<file path="src/rtl/frame_sequencer_pkg.sv">
// Shared types and default widths for the adaptive-thresholding frame controller.
// Imported by the sequencer top and its stage watchdog.
package frame_sequencer_pkg;

   localparam int WIDTH_BITS_DEF   = 8;
   localparam int HEIGHT_BITS_DEF  = 8;
   localparam int TIMEOUT_BITS_DEF = 20;
   localparam int OFFSET_W         = 8;
   localparam int CYCLES_W         = 32;

   typedef enum logic [2:0] {
      S_IDLE,
      S_FILTER,
      S_DRAIN,
      S_THRESH,
      S_DONE,
      S_ERROR
   } seq_state_e;

   // Stages in which an engine is expected to make progress under supervision.
   function automatic logic stage_supervised(input seq_state_e s);
      return (s == S_FILTER) || (s == S_THRESH);
   endfunction

endpackage

</file>
<file path="src/rtl/frame_sequencer_watchdog.sv">
// Per-stage watchdog: counts while enabled, restarts on clear, and flags expiry
// in the cycle whose count would reach all-ones (2**TIMEOUT_BITS-1 enabled cycles).
module stage_watchdog #(
   parameter int TIMEOUT_BITS = 20
) (
   input  logic clock,
   input  logic reset,
   input  logic clear_i,
   input  logic count_en_i,
   output logic expired_o
);

   localparam logic [TIMEOUT_BITS-1:0] ONE  = TIMEOUT_BITS'(1);
   localparam logic [TIMEOUT_BITS-1:0] LAST = {{(TIMEOUT_BITS-1){1'b1}}, 1'b0};

   logic [TIMEOUT_BITS-1:0] count_q, count_d;

   always_comb begin
      count_d = count_q;
      if (clear_i)
         count_d = '0;
      else if (count_en_i)
         count_d = count_q + ONE;
   end

   always_ff @(posedge clock or posedge reset) begin
      if (reset)
         count_q <= '0;
      else
         count_q <= count_d;
   end

   // Independent of clear_i: the top derives clear from the next state, which
   // itself depends on expiry.
   assign expired_o = count_en_i && (count_q == LAST);

endmodule

</file>
<file path="src/rtl/frame_sequencer.sv">
// Frame controller: sequences box filter -> drain -> threshold, owns the image
// read port mux, supervises each stage with a watchdog and counts busy cycles.
module frame_sequencer
   import frame_sequencer_pkg::*;
#(
   parameter int WIDTH_BITS   = WIDTH_BITS_DEF,
   parameter int HEIGHT_BITS  = HEIGHT_BITS_DEF,
   parameter int TIMEOUT_BITS = TIMEOUT_BITS_DEF
) (
   input  logic                   clock,
   input  logic                   reset,
   input  logic                   iStart,
   input  logic [OFFSET_W-1:0]    iOffset,
   output logic                   oBusy,
   output logic                   oDone,
   output logic                   oError,
   output logic                   oFilterEnable,
   input  logic                   iFilterFinished,
   input  logic [WIDTH_BITS-1:0]  iFilterCol,
   input  logic [HEIGHT_BITS-1:0] iFilterRow,
   output logic                   oThreshEnable,
   input  logic                   iThreshFinished,
   input  logic [WIDTH_BITS-1:0]  iThreshCol,
   input  logic [HEIGHT_BITS-1:0] iThreshRow,
   output logic [WIDTH_BITS-1:0]  oImageCol,
   output logic [HEIGHT_BITS-1:0] oImageRow,
   output logic [OFFSET_W-1:0]    oOffset,
   output logic [CYCLES_W-1:0]    oCycles
);

   localparam logic [CYCLES_W-1:0] CYC_ONE = CYCLES_W'(1);

   seq_state_e state_q, state_d;
   logic busy_q, done_q, error_q, fen_q, ten_q;
   logic [OFFSET_W-1:0] offset_q;
   logic [CYCLES_W-1:0] cycles_q, cycles_d;
   logic start_accept, wd_clear, wd_en, wd_expired;

   assign start_accept = (state_q == S_IDLE) && iStart;
   assign wd_clear     = (state_d != state_q);
   assign wd_en        = stage_supervised(state_q);

   stage_watchdog #(
      .TIMEOUT_BITS(TIMEOUT_BITS)
   ) u_watchdog (
      .clock     (clock),
      .reset     (reset),
      .clear_i   (wd_clear),
      .count_en_i(wd_en),
      .expired_o (wd_expired)
   );

   // Watchdog expiry wins over a finished flag arriving in the same cycle.
   always_comb begin
      state_d = state_q;
      unique case (state_q)
         S_IDLE:   if (iStart) state_d = S_FILTER;
         S_FILTER: begin
            if (wd_expired)           state_d = S_ERROR;
            else if (iFilterFinished) state_d = S_DRAIN;
         end
         // One extra enabled cycle lets the filter's registered last write land.
         S_DRAIN:  state_d = S_THRESH;
         S_THRESH: begin
            if (wd_expired)           state_d = S_ERROR;
            else if (iThreshFinished) state_d = S_DONE;
         end
         S_DONE:   state_d = S_IDLE;
         S_ERROR:  state_d = S_IDLE;
         default:  state_d = S_IDLE;
      endcase
   end

   // The accept cycle counts as the first busy cycle; the counter then
   // saturates rather than wrapping.
   always_comb begin
      cycles_d = cycles_q;
      if (start_accept)
         cycles_d = CYC_ONE;
      else if (busy_q && (cycles_q != '1))
         cycles_d = cycles_q + CYC_ONE;
   end

   always_ff @(posedge clock or posedge reset) begin
      if (reset) begin
         state_q  <= S_IDLE;
         busy_q   <= 1'b0;
         done_q   <= 1'b0;
         error_q  <= 1'b0;
         fen_q    <= 1'b0;
         ten_q    <= 1'b0;
         offset_q <= '0;
         cycles_q <= '0;
      end else begin
         state_q  <= state_d;
         busy_q   <= (state_d != S_IDLE);
         done_q   <= (state_d == S_DONE);
         fen_q    <= (state_d == S_FILTER) || (state_d == S_DRAIN);
         ten_q    <= (state_d == S_THRESH);
         cycles_q <= cycles_d;
         if (start_accept) begin
            offset_q <= iOffset;
            error_q  <= 1'b0;
         end else if (state_d == S_ERROR) begin
            error_q  <= 1'b1;
         end
      end
   end

   always_comb begin
      oImageCol = '0;
      oImageRow = '0;
      unique case (state_q)
         S_FILTER, S_DRAIN: begin
            oImageCol = iFilterCol;
            oImageRow = iFilterRow;
         end
         S_THRESH: begin
            oImageCol = iThreshCol;
            oImageRow = iThreshRow;
         end
         default: ;
      endcase
   end

   assign oBusy         = busy_q;
   assign oDone         = done_q;
   assign oError        = error_q;
   assign oFilterEnable = fen_q;
   assign oThreshEnable = ten_q;
   assign oOffset       = offset_q;
   assign oCycles       = cycles_q;

endmodule

</file>
<file path="config.mk">
export PLATFORM = sky130hd
export DESIGN_NAME = frame_sequencer
export DESIGN_NICKNAME = d
export VERILOG_FILES = /design/src/rtl/frame_sequencer_pkg.sv /design/src/rtl/frame_sequencer_watchdog.sv /design/src/rtl/frame_sequencer.sv
export SDC_FILE = /design/constraint.sdc
export NUM_CORES = 1
export LEC_CHECK = 0
export CAP_MARGIN = 20
export CELL_PAD_IN_SITES_DETAIL_PLACEMENT = 1
export CELL_PAD_IN_SITES_GLOBAL_PLACEMENT = 2
export CORE_MARGIN = 2
export CORE_UTILIZATION = 28
export CTS_CLUSTER_DIAMETER = 200
export DETAILED_ROUTE_END_ITERATION = 10
export PLACE_DENSITY_LB_ADDON = 0.08
export SYNTH_ARGS = -nofsm -noshare
export SYNTH_HDL_FRONTEND = slang
export SYNTH_SLANG_ARGS = --single-unit
</file>
<file path="constraint.sdc">
create_clock -name clock -period 2.9 [get_ports clock]
set_clock_uncertainty 0.1 [all_clocks]
set_input_delay 0.58 -clock clock [delete_from_list [all_inputs] [get_ports clock]]
set_output_delay 0.58 -clock clock [all_outputs]
set_load 0.005 [all_outputs]
</file>
==> metrics.log <==
[metrics] number of antenna violations at the first check in global routing: 0
[metrics] fill cell count: ~1500
[metrics] biggest cell delay along the critical path: 0.51 ns
[metrics] LEAKAGE: about 0.0022 uW
[metrics] GRT overflow: 0
[metrics] signal arrival time at the worst endpoint: 2.01 ns
[metrics] # clock sinks: just under 70
[metrics] Peak VDD IR: approximately 0.00036 V
[metrics] time the worst path needs with I/O delays and setup: approximately 2.7 ns
[metrics] count of final hold-check violations: 0
[metrics] setup violators final: 0
[metrics] post-route fraction of the period consumed by the critical path: 0.929
[metrics] Wirelength per Cell: 16.2 um
[metrics] DRC violation total after the first TritonRoute iteration: 150
[metrics] initial standard-cell utilization of the core: 0.288
[metrics] Worst Max-Slew Pin Slew: about 0.73 ns
[metrics] cell taking the most area after synthesis: sky130_fd_sc_hd__dfrtp_1
[metrics] proportion of synthesized chip area in sequential cells: 0.467
[metrics] startpoint of the worst-slack reg-to-reg timing path: oCycles[1]
[metrics] source of the worst hold timing path: oOffset[1]
[metrics] top cell type's share of synthesized area: 0.467
[metrics] area of the core: about 0.013 mm^2
[metrics] total vias in the final route: around 3400
[metrics] hold buffers post-CTS: 0
[metrics] fraction of layout cells with a size suffix above 1: 0.0830
[metrics] unique cell type count in the Yosys netlist: a little over 50
[metrics] Netlist Area Pre-Place: ~0.0036 mm^2
[metrics] Num CTS Buffers: 9
[metrics] max_slew headroom: 0.508
[metrics] area grow syn2layout: 44.9%
[metrics] unrepaired setup endpoints after global routing: false
[metrics] Horiz. Die Dim: about 120 um
[metrics] antenna viol nets, final: 0
[metrics] run status: finished, final reports clean
[metrics] Final GP Congestion: 0.722
[metrics] final max-slew violation count: 0
[metrics] final non-filler cell area: around 0.0053 mm^2
[metrics] Ports: approximately 110
[metrics] detailed-route DRC error count: 0
[metrics] fmax: approximately 370 MHz
[metrics] row count: 41
[metrics] Final WS setup: ~0.21 ns
[metrics] list of cells traversed by the critical path: nor2_1 -> and2_1 -> buf_4 -> a22o_1 -> clkdlybuf4s50_1
[metrics] syn_nets: 438
[metrics] Die Outline Area: around 0.014 mm^2
[metrics] number of diodes added for antenna fixing: 0
[metrics] element type at the critical path start: register
[metrics] TritonCTS clock tree: built
[metrics] cell with the biggest individual delay on the critical path: sky130_fd_sc_hd__clkdlybuf4s50_1
[metrics] share of flip-flops with an asynchronous set or reset after synthesis: 1.00
[metrics] Gate Count Post-Synth: slightly below 400
[metrics] maximum number of pins on one net before global-route repair: between 60 and 70
[metrics] number of enable-type register cells in the synthesized netlist: 0
[metrics] post-cts gate resize count: 0
[metrics] CTS root buffer: sky130_fd_sc_hd__clkbuf_16
[metrics] maximum net fanout on the critical path: 17
[metrics] number of levels the H-tree was split into: 3
[metrics] number of global-route vias before repair: roughly 3600
[metrics] Critical Path Start: state_q[2]
[metrics] net count reported at finish: roughly 550
[metrics] first-pass iteration count of the detailed router: 4
[metrics] via-per-instance ratio: slightly below 5
[metrics] height of the die: 118 um
[metrics] Total Negative Setup Slacks: 0 ns
[metrics] Worst Path Required: 2.22 ns
[metrics] placement-stage worst setup slack: around 0.52 ns
[metrics] path category of the worst min-delay check: reg -> reg
[metrics] most used flip-flop cell after synthesis: sky130_fd_sc_hd__dfrtp_1
[metrics] synthesized flop and latch total: just under 70
[metrics] total placed instance area: approximately 0.0049 mm^2
[metrics] cell types occupying the most area after synthesis: sky130_fd_sc_hd__dfrtp_1 (47%), sky130_fd_sc_hd__nand2_1 (5.2%), sky130_fd_sc_hd__nor2_1 (4.8%)
[metrics] Syn Area/Cell: ~9.3 um^2
[metrics] number of setup buffers added after CTS: 0
[metrics] first-pass GRT wire length: 18600 um
[metrics] DP HPWL: approximately 7800 um
[metrics] Longest Clk Path Bufs: 2
[metrics] total wirelength of the detailed-routed design: around 11000 um
[metrics] WS Path Type: reg -> out
[metrics] Max Cap Viol: 0
[metrics] clock insertion delay at the later pin of the skew report: ~0.33 ns
[metrics] clock-pin slew on the worst setup and hold paths: roughly 0.060 ns
[metrics] pwr/cell area: between 700 and 800 mW/mm^2
[metrics] R2R Setup Slk: approximately 0.47 ns
[metrics] count of warnings emitted by yosys: 0
[metrics] Crit. End Element: output pin
[metrics] Total Routing Usage GR: 0.162
[metrics] Port Buf Inserts: between 100 and 150
-- power breakdown --
group          leakage [uW]  switching, uW  internal [uW]  total [uW]
sequential         0.000918            148           1100        1240
combinational       0.00111            722            859        1580
clock              0.000173            413            886        1300
-- synthesized netlist by cell type, types with 2 or more instances --
cell type                   n
sky130_fd_sc_hd__nand3_1   17
sky130_fd_sc_hd__a41oi_2    2
sky130_fd_sc_hd__xor2_1    16
sky130_fd_sc_hd__o311ai_0   2
sky130_fd_sc_hd__or2_2      3
sky130_fd_sc_hd__clkbuf_1  11
sky130_fd_sc_hd__nor3_4     2
sky130_fd_sc_hd__xnor2_1    8
sky130_fd_sc_hd__o31ai_1    2
sky130_fd_sc_hd__a31oi_1    3
sky130_fd_sc_hd__mux2i_1    4
sky130_fd_sc_hd__buf_6      2
sky130_fd_sc_hd__and3_1    12
sky130_fd_sc_hd__buf_2      2
sky130_fd_sc_hd__nand2_1   50
sky130_fd_sc_hd__dfrtp_1   68
sky130_fd_sc_hd__or3_1     12
sky130_fd_sc_hd__a211oi_1   4
sky130_fd_sc_hd__o21ai_0   19
sky130_fd_sc_hd__a21oi_1   16
sky130_fd_sc_hd__and4_1     3
sky130_fd_sc_hd__or4_1      4
sky130_fd_sc_hd__o41ai_1    2
sky130_fd_sc_hd__nor3_1     8
sky130_fd_sc_hd__nand2b_1   5
sky130_fd_sc_hd__and2_1     3
sky130_fd_sc_hd__nor2_1    47
sky130_fd_sc_hd__ha_1       3
sky130_fd_sc_hd__inv_1      8
sky130_fd_sc_hd__a22o_1    16
sky130_fd_sc_hd__nor4_1     3
sky130_fd_sc_hd__nand4_1   14
-- area by class of cell --
type / count / area [um^2] / share of cell area
Clock buffer: 12 / 256 / 0.0486
Clock inverter: 4 / 95.1 / 0.0180
Inverter: 8 / 30.0 / 0.00569
Multi-Input combinational cell: 298 / 1830 / 0.347
Sequential cell: 68 / 1700 / 0.322
Tap cell: 172 / 215 / 0.0408
Timing Repair Buffer: 116 / 1150 / 0.217
-- critical path, delay by kind of cell, from the launching register on --
kind / cells / cell delay (ns)
AO/OA/AOI/OAI: 1 / 0.18
AND/OR/NAND/NOR: 2 / 0.31
flip-flops: 1 / 0.48
buffers and inverters: 2 / 0.72
-- cell usage in the layout, fill, tap and decap left out, drive strengths merged, types with 10 or more instances in the layout --
master and count:
xor2 16, o21ai 19, and3 12, buf 11, nor3 10, clkbuf 12, nand2 50, a22o 16
dfrtp 68, a21oi 16, nand3 18, clkdlybuf4s50 105, or3 12, nand4 15, nor2 47
-- kinds of logic (layout without fill, tap and decap cells) --
kind of cell               count (synthesis)  in the layout  share of synthesized area
AOI/OAI and AO/OA                         77             77                      0.154
and+or+nand+nor                          190            190                      0.271
DFF                                       68             68                      0.467
xor gates and xnor gates                  24             24                     0.0577
muxes                                      4              4                     0.0110
adders and majority gates                  3              3                     0.0103
buffers and inverters                     24            140                     0.0295
-- stage by stage --
| step | power (uW) | util | cells | hold WS [ns] |
|---|---|---|---|---|
| global placement | 2830 | 0.389 | 662 | 0.361 |
| global route | 4380 | 0.417 | 678 | 0.410 |
| detailed placement | 2870 | 0.389 | 662 | 0.375 |
| floorplan | 1960 | - | 390 | 0.370 |
| CTS | 4200 | 0.417 | 678 | 0.389 |
| finish | 4120 | 0.417 | 678 | 0.381 |
-- sequential cells by signal (all words and copies together) (netlist names) --
register	cells
oBusy	1
oCycles	32
oDone	1
oError	1
oFilterEnable	1
oOffset	8
oThreshEnable	1
state_q	3
u_watchdog.count_q	20
-- layer usage --
metal	track usage	up-vias	part of all wire
met2	0.279	57	0.50
met3	0.0354	2	0.035
li1	-	1625	-
met5	0	-	0
met4	0.0316	0	0.0038
met1	0.207	1683	0.46
-- worst paths after layout --
kind | end | depth (start not counted)
setup / recovery | oImageRow[7] | 5
hold / removal | oOffset[1] | 2
setup reg to reg | oCycles[10] | 6
hold reg to reg | oOffset[1] | 2
max in group asynchronous | oCycles[15] | 3
min in group asynchronous | oOffset[5] | 3
(Power assumes the default switching activity.)
